[config.mk]
export PLATFORM = sky130hd
export DESIGN_NAME = coin_payout_dispenser
export DESIGN_NICKNAME = d
export VERILOG_FILES = /design/src/rtl/slot_pkg.sv /design/src/rtl/payout_timer.sv /design/src/rtl/coin_payout_dispenser.sv
export SDC_FILE = /design/constraint.sdc
export NUM_CORES = 1
export LEC_CHECK = 0
export ABC_AREA = 1
export BUFFER_PORTS_ARGS = -buffer_cell sky130_fd_sc_hd__buf_2
export CORE_ASPECT_RATIO = 1.1
export CORE_MARGIN = 3
export CORE_UTILIZATION = 40
export CTS_BUF_LIST = sky130_fd_sc_hd__clkbuf_16
export DETAILED_ROUTE_END_ITERATION = 10
export HOLD_SLACK_MARGIN = 0.12
export PLACE_DENSITY_LB_ADDON = 0.08
export SYNTH_ARGS = -nofsm -noshare
export SYNTH_HDL_FRONTEND = slang
export SYNTH_SLANG_ARGS = --single-unit
[constraint.sdc]
create_clock -name clk -period 1.8 [get_ports clk]
set_input_delay 0.18 -clock clk [delete_from_list [all_inputs] [get_ports clk]]
set_output_delay 0.18 -clock clk [all_outputs]
set_load 0.005 [all_outputs]
[src/rtl/slot_pkg.sv]
// Shared types for the slot machine credit path: FSM states and credit width.
// No logic; latency and backpressure are defined by the modules that use these types.
package slot_pkg;

    localparam int CW_DEF = 5;

    typedef logic [CW_DEF-1:0] credit_t;

    typedef enum logic [2:0] {
        IDLE,
        REQ,
        WAIT_LOW,
        GAP,
        FAULT
    } state_e;

endpackage

[src/rtl/payout_timer.sv]
// Loadable down-counter with zero flag; a load takes effect on the next edge.
// Counts down one per cycle and holds at zero. It has no handshake and never stalls.
module payout_timer #(
    parameter int W = 4
) (
    input  logic         clk,
    input  logic         resetn,
    input  logic         load_i,
    input  logic [W-1:0] load_val_i,
    output logic         zero_o
);

    logic [W-1:0] cnt_q;

    always_ff @(posedge clk) begin
        if (!resetn) begin
            cnt_q <= '0;
        end else if (load_i) begin
            cnt_q <= load_val_i;
        end else if (cnt_q != '0) begin
            cnt_q <= cnt_q - W'(1);
        end
    end

    assign zero_o = (cnt_q == '0);

endmodule

[src/rtl/coin_payout_dispenser.sv]
// Pays the credit balance out one coin at a time over a req/ack handshake with the hopper.
// coin_req rises 1 cycle after the cashout edge; the hopper stalls payout by holding ack, bounded by a timeout.
module coin_payout_dispenser
    import slot_pkg::*;
#(
    parameter int CW             = CW_DEF,
    parameter int GAP_CYCLES     = 8,
    parameter int TIMEOUT_CYCLES = 1000
) (
    input  logic          clk,
    input  logic          resetn,
    input  logic          load,
    input  logic [CW-1:0] credit_in,
    input  logic          cashout,
    input  logic          coin_ack,
    input  logic          fault_clr,
    output logic          coin_req,
    output logic [CW-1:0] balance,
    output logic          busy,
    output logic          done,
    output logic          fault
);

    localparam int TMAX = (TIMEOUT_CYCLES > GAP_CYCLES) ? TIMEOUT_CYCLES : GAP_CYCLES;
    localparam int TW   = (TMAX > 1) ? $clog2(TMAX + 1) : 1;
    localparam logic [TW-1:0] TO_LD  = TW'(TIMEOUT_CYCLES - 1);
    localparam logic [TW-1:0] GAP_LD = (GAP_CYCLES > 0) ? TW'(GAP_CYCLES - 1) : '0;

    state_e        state_q;
    logic [CW-1:0] balance_q;
    logic          coin_req_q;
    logic          busy_q;
    logic          done_q;
    logic          fault_q;
    logic          cashout_q;

    logic          cashout_rise;
    logic          tmr_load;
    logic [TW-1:0] tmr_val;
    logic          tmr_zero;

    assign cashout_rise = cashout & ~cashout_q;

    // GAP and timeout never run together, so one timer serves both.
    // It is reloaded on every transition into REQ, WAIT_LOW or GAP.
    always_comb begin
        tmr_load = 1'b0;
        tmr_val  = TO_LD;
        case (state_q)
            IDLE:     tmr_load = !load && cashout_rise && (balance_q != '0);
            REQ:      tmr_load = coin_ack;
            WAIT_LOW: begin
                if (!coin_ack && (balance_q != '0)) begin
                    tmr_load = 1'b1;
                    tmr_val  = (GAP_CYCLES == 0) ? TO_LD : GAP_LD;
                end
            end
            GAP:      tmr_load = tmr_zero;
            default:  tmr_load = 1'b0;
        endcase
    end

    payout_timer #(.W(TW)) u_timer (
        .clk        (clk),
        .resetn     (resetn),
        .load_i     (tmr_load),
        .load_val_i (tmr_val),
        .zero_o     (tmr_zero)
    );

    always_ff @(posedge clk) begin
        if (!resetn) begin
            state_q    <= IDLE;
            balance_q  <= '0;
            coin_req_q <= 1'b0;
            busy_q     <= 1'b0;
            done_q     <= 1'b0;
            fault_q    <= 1'b0;
            cashout_q  <= 1'b0;
        end else begin
            cashout_q <= cashout;
            done_q    <= 1'b0;
            case (state_q)
                IDLE: begin
                    if (load) begin
                        balance_q <= credit_in;
                    end else if (cashout_rise) begin
                        if (balance_q != '0) begin
                            state_q    <= REQ;
                            coin_req_q <= 1'b1;
                            busy_q     <= 1'b1;
                        end else begin
                            done_q <= 1'b1;
                        end
                    end
                end
                REQ: begin
                    if (coin_ack) begin
                        if (balance_q != '0) begin
                            balance_q <= balance_q - CW'(1);
                        end
                        coin_req_q <= 1'b0;
                        state_q    <= WAIT_LOW;
                    end else if (tmr_zero) begin
                        coin_req_q <= 1'b0;
                        busy_q     <= 1'b0;
                        fault_q    <= 1'b1;
                        state_q    <= FAULT;
                    end
                end
                WAIT_LOW: begin
                    if (!coin_ack) begin
                        if (balance_q == '0) begin
                            busy_q  <= 1'b0;
                            done_q  <= 1'b1;
                            state_q <= IDLE;
                        end else if (GAP_CYCLES == 0) begin
                            coin_req_q <= 1'b1;
                            state_q    <= REQ;
                        end else begin
                            state_q <= GAP;
                        end
                    end else if (tmr_zero) begin
                        busy_q  <= 1'b0;
                        fault_q <= 1'b1;
                        state_q <= FAULT;
                    end
                end
                GAP: begin
                    if (tmr_zero) begin
                        coin_req_q <= 1'b1;
                        state_q    <= REQ;
                    end
                end
                FAULT: begin
                    if (fault_clr) begin
                        fault_q <= 1'b0;
                        state_q <= IDLE;
                    end
                end
                default: state_q <= IDLE;
            endcase
        end
    end

    assign coin_req = coin_req_q;
    assign balance  = balance_q;
    assign busy     = busy_q;
    assign done     = done_q;
    assign fault    = fault_q;

endmodule
Yosys cells after proc, flatten, opt, wreduce, memory -nomap -nowiden
Index checks and enable logic that the tools add are counted.

Order comparisons: 0. Bitwise operators: 2. Shift-type cells: 0. Multiplexer cells: 43. Reductions and logical operators: 20. $add $sub $neg: 2. Equality and inequality tests: 16. Divide/modulo/power cells: 0. Multiply operators: 0.

Operators by type and width (count): 10-bit 2-to-1 mux (4); 3-bit 2-to-1 mux (8); 1-bit 2-to-1 mux (20); 2-bit inequality test (second input constant) (10); 5-bit 2-to-1 mux (3); 3-bit case mux with 5 select lines (1); 6-bit AND reduction (2); 10-bit zero test (1); 5-bit case mux with 2 select lines (1); 10-bit nonzero test (1); 10-bit by 1-bit subtractor with 10-bit output (second input constant) (1); 1-bit case mux with 3 select lines (3); 3-bit nonzero test (3); 4-bit AND reduction (2); 3-bit by 2-bit equality test with 1-bit output (second input constant) (2); 3-bit inequality test (second input constant) (2); 5-bit zero test (1); 5-bit AND reduction (1); 5-bit nonzero test (1); 5-bit by 1-bit subtractor with 5-bit output (second input constant) (1); 1-bit case mux with 4 select lines (1); 2-bit nonzero test (2); 3-bit by 1-bit equality test with 1-bit output (second input constant) (1); 3-bit equality test (second input constant) (1); 7 further kinds (10).

Word-level logic and storage cells: 91. Memories kept: 0. Register bits after elaboration: 23. Output and inout bits: 9. ROM bits: 0. Bits in latches: 0. Memory bits (writable): 0. Bits of input ports: 11.

Depth between registers and ports, before layout
Word-level depth: 6. Mapped depth: 12. Gate-level depth less buffers: 12.

Modules after synthesis
From an unflattened synthesis, not the netlist that was laid out.

Cell total of the unflattened synthesis: 258. Area, all modules: 1651.6 sq um.

By module, submodules not included: coin_payout_dispenser (cells an instance 136, area each 934.6 sq um, times used 1, sequential area each 260.2 sq um); payout_timer (cells an instance 122, area each 716.9 sq um, times used 1, sequential area each 200.2 sq um).

Least setup slack after synthesis
No wires, ideal clock.

Kind: register -> register. Start point: register u_timer.cnt_q[0]. End point: register coin_req_q (netlist: coin_req). Buffers on the path: 1. Library setup time: 0.113 ns. Stages on the path, launching flop included: 13. Arrival: 1.444 ns. Required time: 1.687 ns. Clock period less this slack: 1.557 ns. Path slack: 0.243 ns. Cell sequence: dfxtp_1 > inv_1 > ha_1 > nand2_1 > nor2_1 > nand3_1 > buf_2 > nand2_1 > nand2_1 > nor2_1 > nand2_1 > nand2_1 > nor2_1.

Longest elaborated chain between the ends: 3. Elaborated cells on any way between the ends: 4. Classes of those cells: 2 x eq/ne; 2 x reduce/logical.

RTL lines: start: declaration (line payout_timer.sv:13) `logic [W-1:0] cnt_q;`; start signal: assignment (line payout_timer.sv:19) `cnt_q <= load_val_i;`; start signal: assignment (line payout_timer.sv:21) `cnt_q <= cnt_q - W'(1);`; 10-bit zero test (*) (line payout_timer.sv:25) `assign zero_o = (cnt_q == '0);`; 3-bit inequality test (no line) or 2-bit inequality test (tied branches); 6-bit AND reduction (no line) (*); end signal: assignment (line coin_payout_dispenser.sv:75) `coin_req_q <= 1'b0;`; end signal: assignment (line coin_payout_dispenser.sv:90) `coin_req_q <= 1'b1;`; end signal: assignment (line coin_payout_dispenser.sv:102) `coin_req_q <= 1'b0;`; end: declaration (line coin_payout_dispenser.sv:31) `logic coin_req_q;`.

Every way passes the cells marked *; elsewhere a longest branch is shown, timed or not. A chain may end at the register's enable or synchronous reset.

Worst setup path in the final report
Start point: register balance_q[0] (netlist: balance[0]). End point: register u_timer.cnt_q[0].

Longest elaborated chain between the ends: 5. Elaborated cells on any way between the ends: 7. Classes of those cells: 3 x mux; 4 x reduce/logical.

RTL lines: start: declaration (line coin_payout_dispenser.sv:30) `logic [CW-1:0] balance_q;`; start signal: assignment (line coin_payout_dispenser.sv:86) `balance_q <= credit_in;`; start signal: assignment (line coin_payout_dispenser.sv:100) `balance_q <= balance_q - CW'(1);`; 5-bit nonzero test (*) (line coin_payout_dispenser.sv:50, coin_payout_dispenser.sv:53); 1-bit logical AND (line coin_payout_dispenser.sv:53) `if (!coin_ack && (balance_q != '0)) begin`; 1-bit 2-to-1 mux (line coin_payout_dispenser.sv:53); 1-bit case mux with 4 select lines (*) (line coin_payout_dispenser.sv:49) `case (state_q)`; 10-bit 2-to-1 mux or 2-bit nonzero test (tied branches).

Marks and branches as above.

==> impl_metrics.yaml <==
power:
  ir_drop_mv: 0.7485
  seqPwrFrac: 0.273
  p_int_mw: 1.672
  pwr-share-clk: 0.151
  p_total_mw: 3.114
  p_per_area_nw_per_um2: 1814
  power.leakage_nw: 0.8970
  combPwrFrac: 0.576
  switching_share: 0.4632
  switching_power_mw: 1.442
worst_setup_path:
  crit_fanout: 7
  crit_type: "flop to flop"
  crit_path_start_kind: "flop"
  cp_data_arrival_time_ps: 1710
  worstPathRequired_ps: 1920
  r2r_cells: 11
  critPathCaptureType: "flop"
clock_tree:
  tritoncts: "done"
  clock_latency_ps: 260
  cts_sinks: 23
  cts_made_buffers: 3
  clockBufferDepth: 2
  clk_pin_slew_ps: 60
  cts_max_level: 1
  post_cts_buffers: 0
  clockRootBuffer: "clkbuf_16"
sta:
  clock.fmax_mhz: 630.0
  setup_violations: 0
  rsz0062_at_grt: "false"
  maxSlewHeadroom: 0.6877
  hold_viol: 0
  drv_slew: 0
  period_minus_slack_ps: 1587
  tightestPinTransition_ps: 467.9
  fin_skew_ps: 4.226
  fin_tns_setup_ps: 0
  timing.final.crit_share: 0.8818
synthesis:
  syn_nets: 243
  synth_flop_cell: "dfxtp_1"
  yosysWarningCount: 0
  synth_area_per_cell_um2: 6.349
  yosys-top-cells-count: "50 x nand2_1, 37 x nor2_1, 30 x inv_1"
  synth.area.top_cells: "dfxtp_1 32%, nand2_1 13%, nor2_1 9.6%, inv_1 7.7%, a21oi_1 5.9%"
  synth_seq_cells: 23
  synthCells: 229
  seq_area_frac_synth: 0.3167
  yosys.area.top_type: "dfxtp_1"
  synth_cell_type_count: 24
  synth.most_common_cell: "nand2_1"
  synth_edf_count: 0
  yosys.area.top_type_share: 0.3167
  syn-cell-area_um2: 1454
  async_flop_share: 0
layout:
  multiInputGateArea_um2: 862.1
  areaGrowthSynthToFinish_pct: 18.07
  final_cell_count_no_fill: 300
  final_core_util: 0.5029
  fillerInstances: 382
  final_layout_size_suffix_gt1_frac: 0.2024
  diodes: 0
  seqCellArea_um2: 460.4
  fin_nets: 267
routing:
  wl_per_cell_um: 11.09
  dr_total_vias: 1438
  routed_via_density: 4.793
  post-route-drc-count: 0
  drt_wl_total_um: 3328
  drt_iter0_markers: 87
  drt.antenna.violating_nets: 0
  dr.pass1.iters: 4
grt:
  grt_max_degree: 14
  grt_pass1_wl_um: 6003
  grt_overflow_total: 0
  grt_pass1_vias: 1443
  grt.total_usage: 0.1679
  grt_antenna_before_repair: 0
place:
  dpl.cell_count: 295
  detailed_place_hpwl_um: 2648
  gp_congestion: 0.7663
  io_buffers: 19
run_status:
  outcome: "complete, no violations"
flow_run:
  cap_viol_max_count: 0
floorplan:
  die_w_um: 63.49
  row_count: 22
  initial_core_util: 0.4260
  io_pins: 20
  core-area_um2: 3413
  die_area_um2: 4395
  die_h_um: 69.23
worst_hold_path:
  hold_class: "input port to flop"
  min_path_cells: 3
timing repair:
item	CTS	global route
hold endpoints to repair	1	0
endpoints found under the setup margin	0	8
gates resized for setup	0	5
hold buffers	1	0
per-layer routing:
layer	track usage	share of wire	vias up
met5	0	0	-
met4	0.08153	0.029	0
met3	0.02431	0.023	9
met2	0.2912	0.49	24
met1	0.1998	0.46	637
li1	-	-	768
through the flow:
step	hold WS [ps]	worst slack (ps)	instance area, um^2
after global routing	287.8	11.14	1717
after global placement	375.8	164.2	1613
after floorplan	273.5	242.9	1454
after detailed placement	390.7	161.0	1613
after CTS	256.6	149.4	1702
final	251.2	212.7	1717
flip-flops by register name (all words and copies together), names as in the netlist:
register / flops
busy: 1
fault: 1
balance: 5
state_q: 3
coin_req: 1
cashout_q: 1
done: 1
u_timer.cnt_q: 10
worst max-delay path, cell delays in order (launching register included):
cell and delay [ps]:
dfxtp_1 320, inv_2 80, ha_1 140, inv_1 30, nor2_1 110, nand2_2 120, nand2_4 120, nand2_2 110
nor2_8 170, nand2_2 90, inv_2 90, a21oi_1 60
cells by family (layout without fill, tap and decap cells):
| kind of cell | Yosys count | count (layout) | share of synthesized area |
|---|---|---|---|
| AOI/OAI and AO/OA | 36 | 36 | 0.1360 |
| adders and majority gates | 3 | 3 | 0.02582 |
| xor gates and xnor gates | 5 | 5 | 0.03012 |
| buffers and inverters | 38 | 61 | 0.1007 |
| DFF | 23 | 23 | 0.3167 |
| and+or+nand+nor | 124 | 124 | 0.3907 |
cells in the final DEF, fill, tap and decap left out, types with 2 or more instances in the layout:
cell and n:
ha_1 3, clkbuf_16 3, dfxtp_1 23, nand3_2 2
xor2_1 5, buf_2 19, nand2_1 49, inv_1 29
nor3_1 2, inv_2 6, nand4_1 4, buf_4 3
o21ai_0 15, nand2_2 8, nand3_1 15, a21oi_1 17
nor2_2 3, nor2_1 37
cell type report:
class | instances | area share
multi-input cells | 168 | 0.5022
flip-flops and latches | 23 | 0.2682
repair buffers | 23 | 0.07434
inverters | 34 | 0.07434
clock buffers | 3 | 0.04373
well taps | 48 | 0.03499
clock inverters | 1 | 0.002187
path summary, 6_finish.rpt:
check	start	end	slack, ps
setup / recovery	balance[0]	u_timer.cnt_q[0]	210
hold / removal	resetn	cashout_q	250
setup reg to reg	balance[0]	u_timer.cnt_q[0]	210
hold reg to reg	coin_req	coin_req	490
power groups by stage:
stage	Combinational (mW)	Clock [mW]	Sequential, mW
after floorplan	1.37	0	0.833
after global placement	1.78	0	0.855
after detailed placement	1.77	0	0.854
after CTS	1.78	0.484	0.846
after global routing	2.11	0.495	0.877
final	1.79	0.469	0.851
No activity file was read; power rests on OpenSTA's default activity.
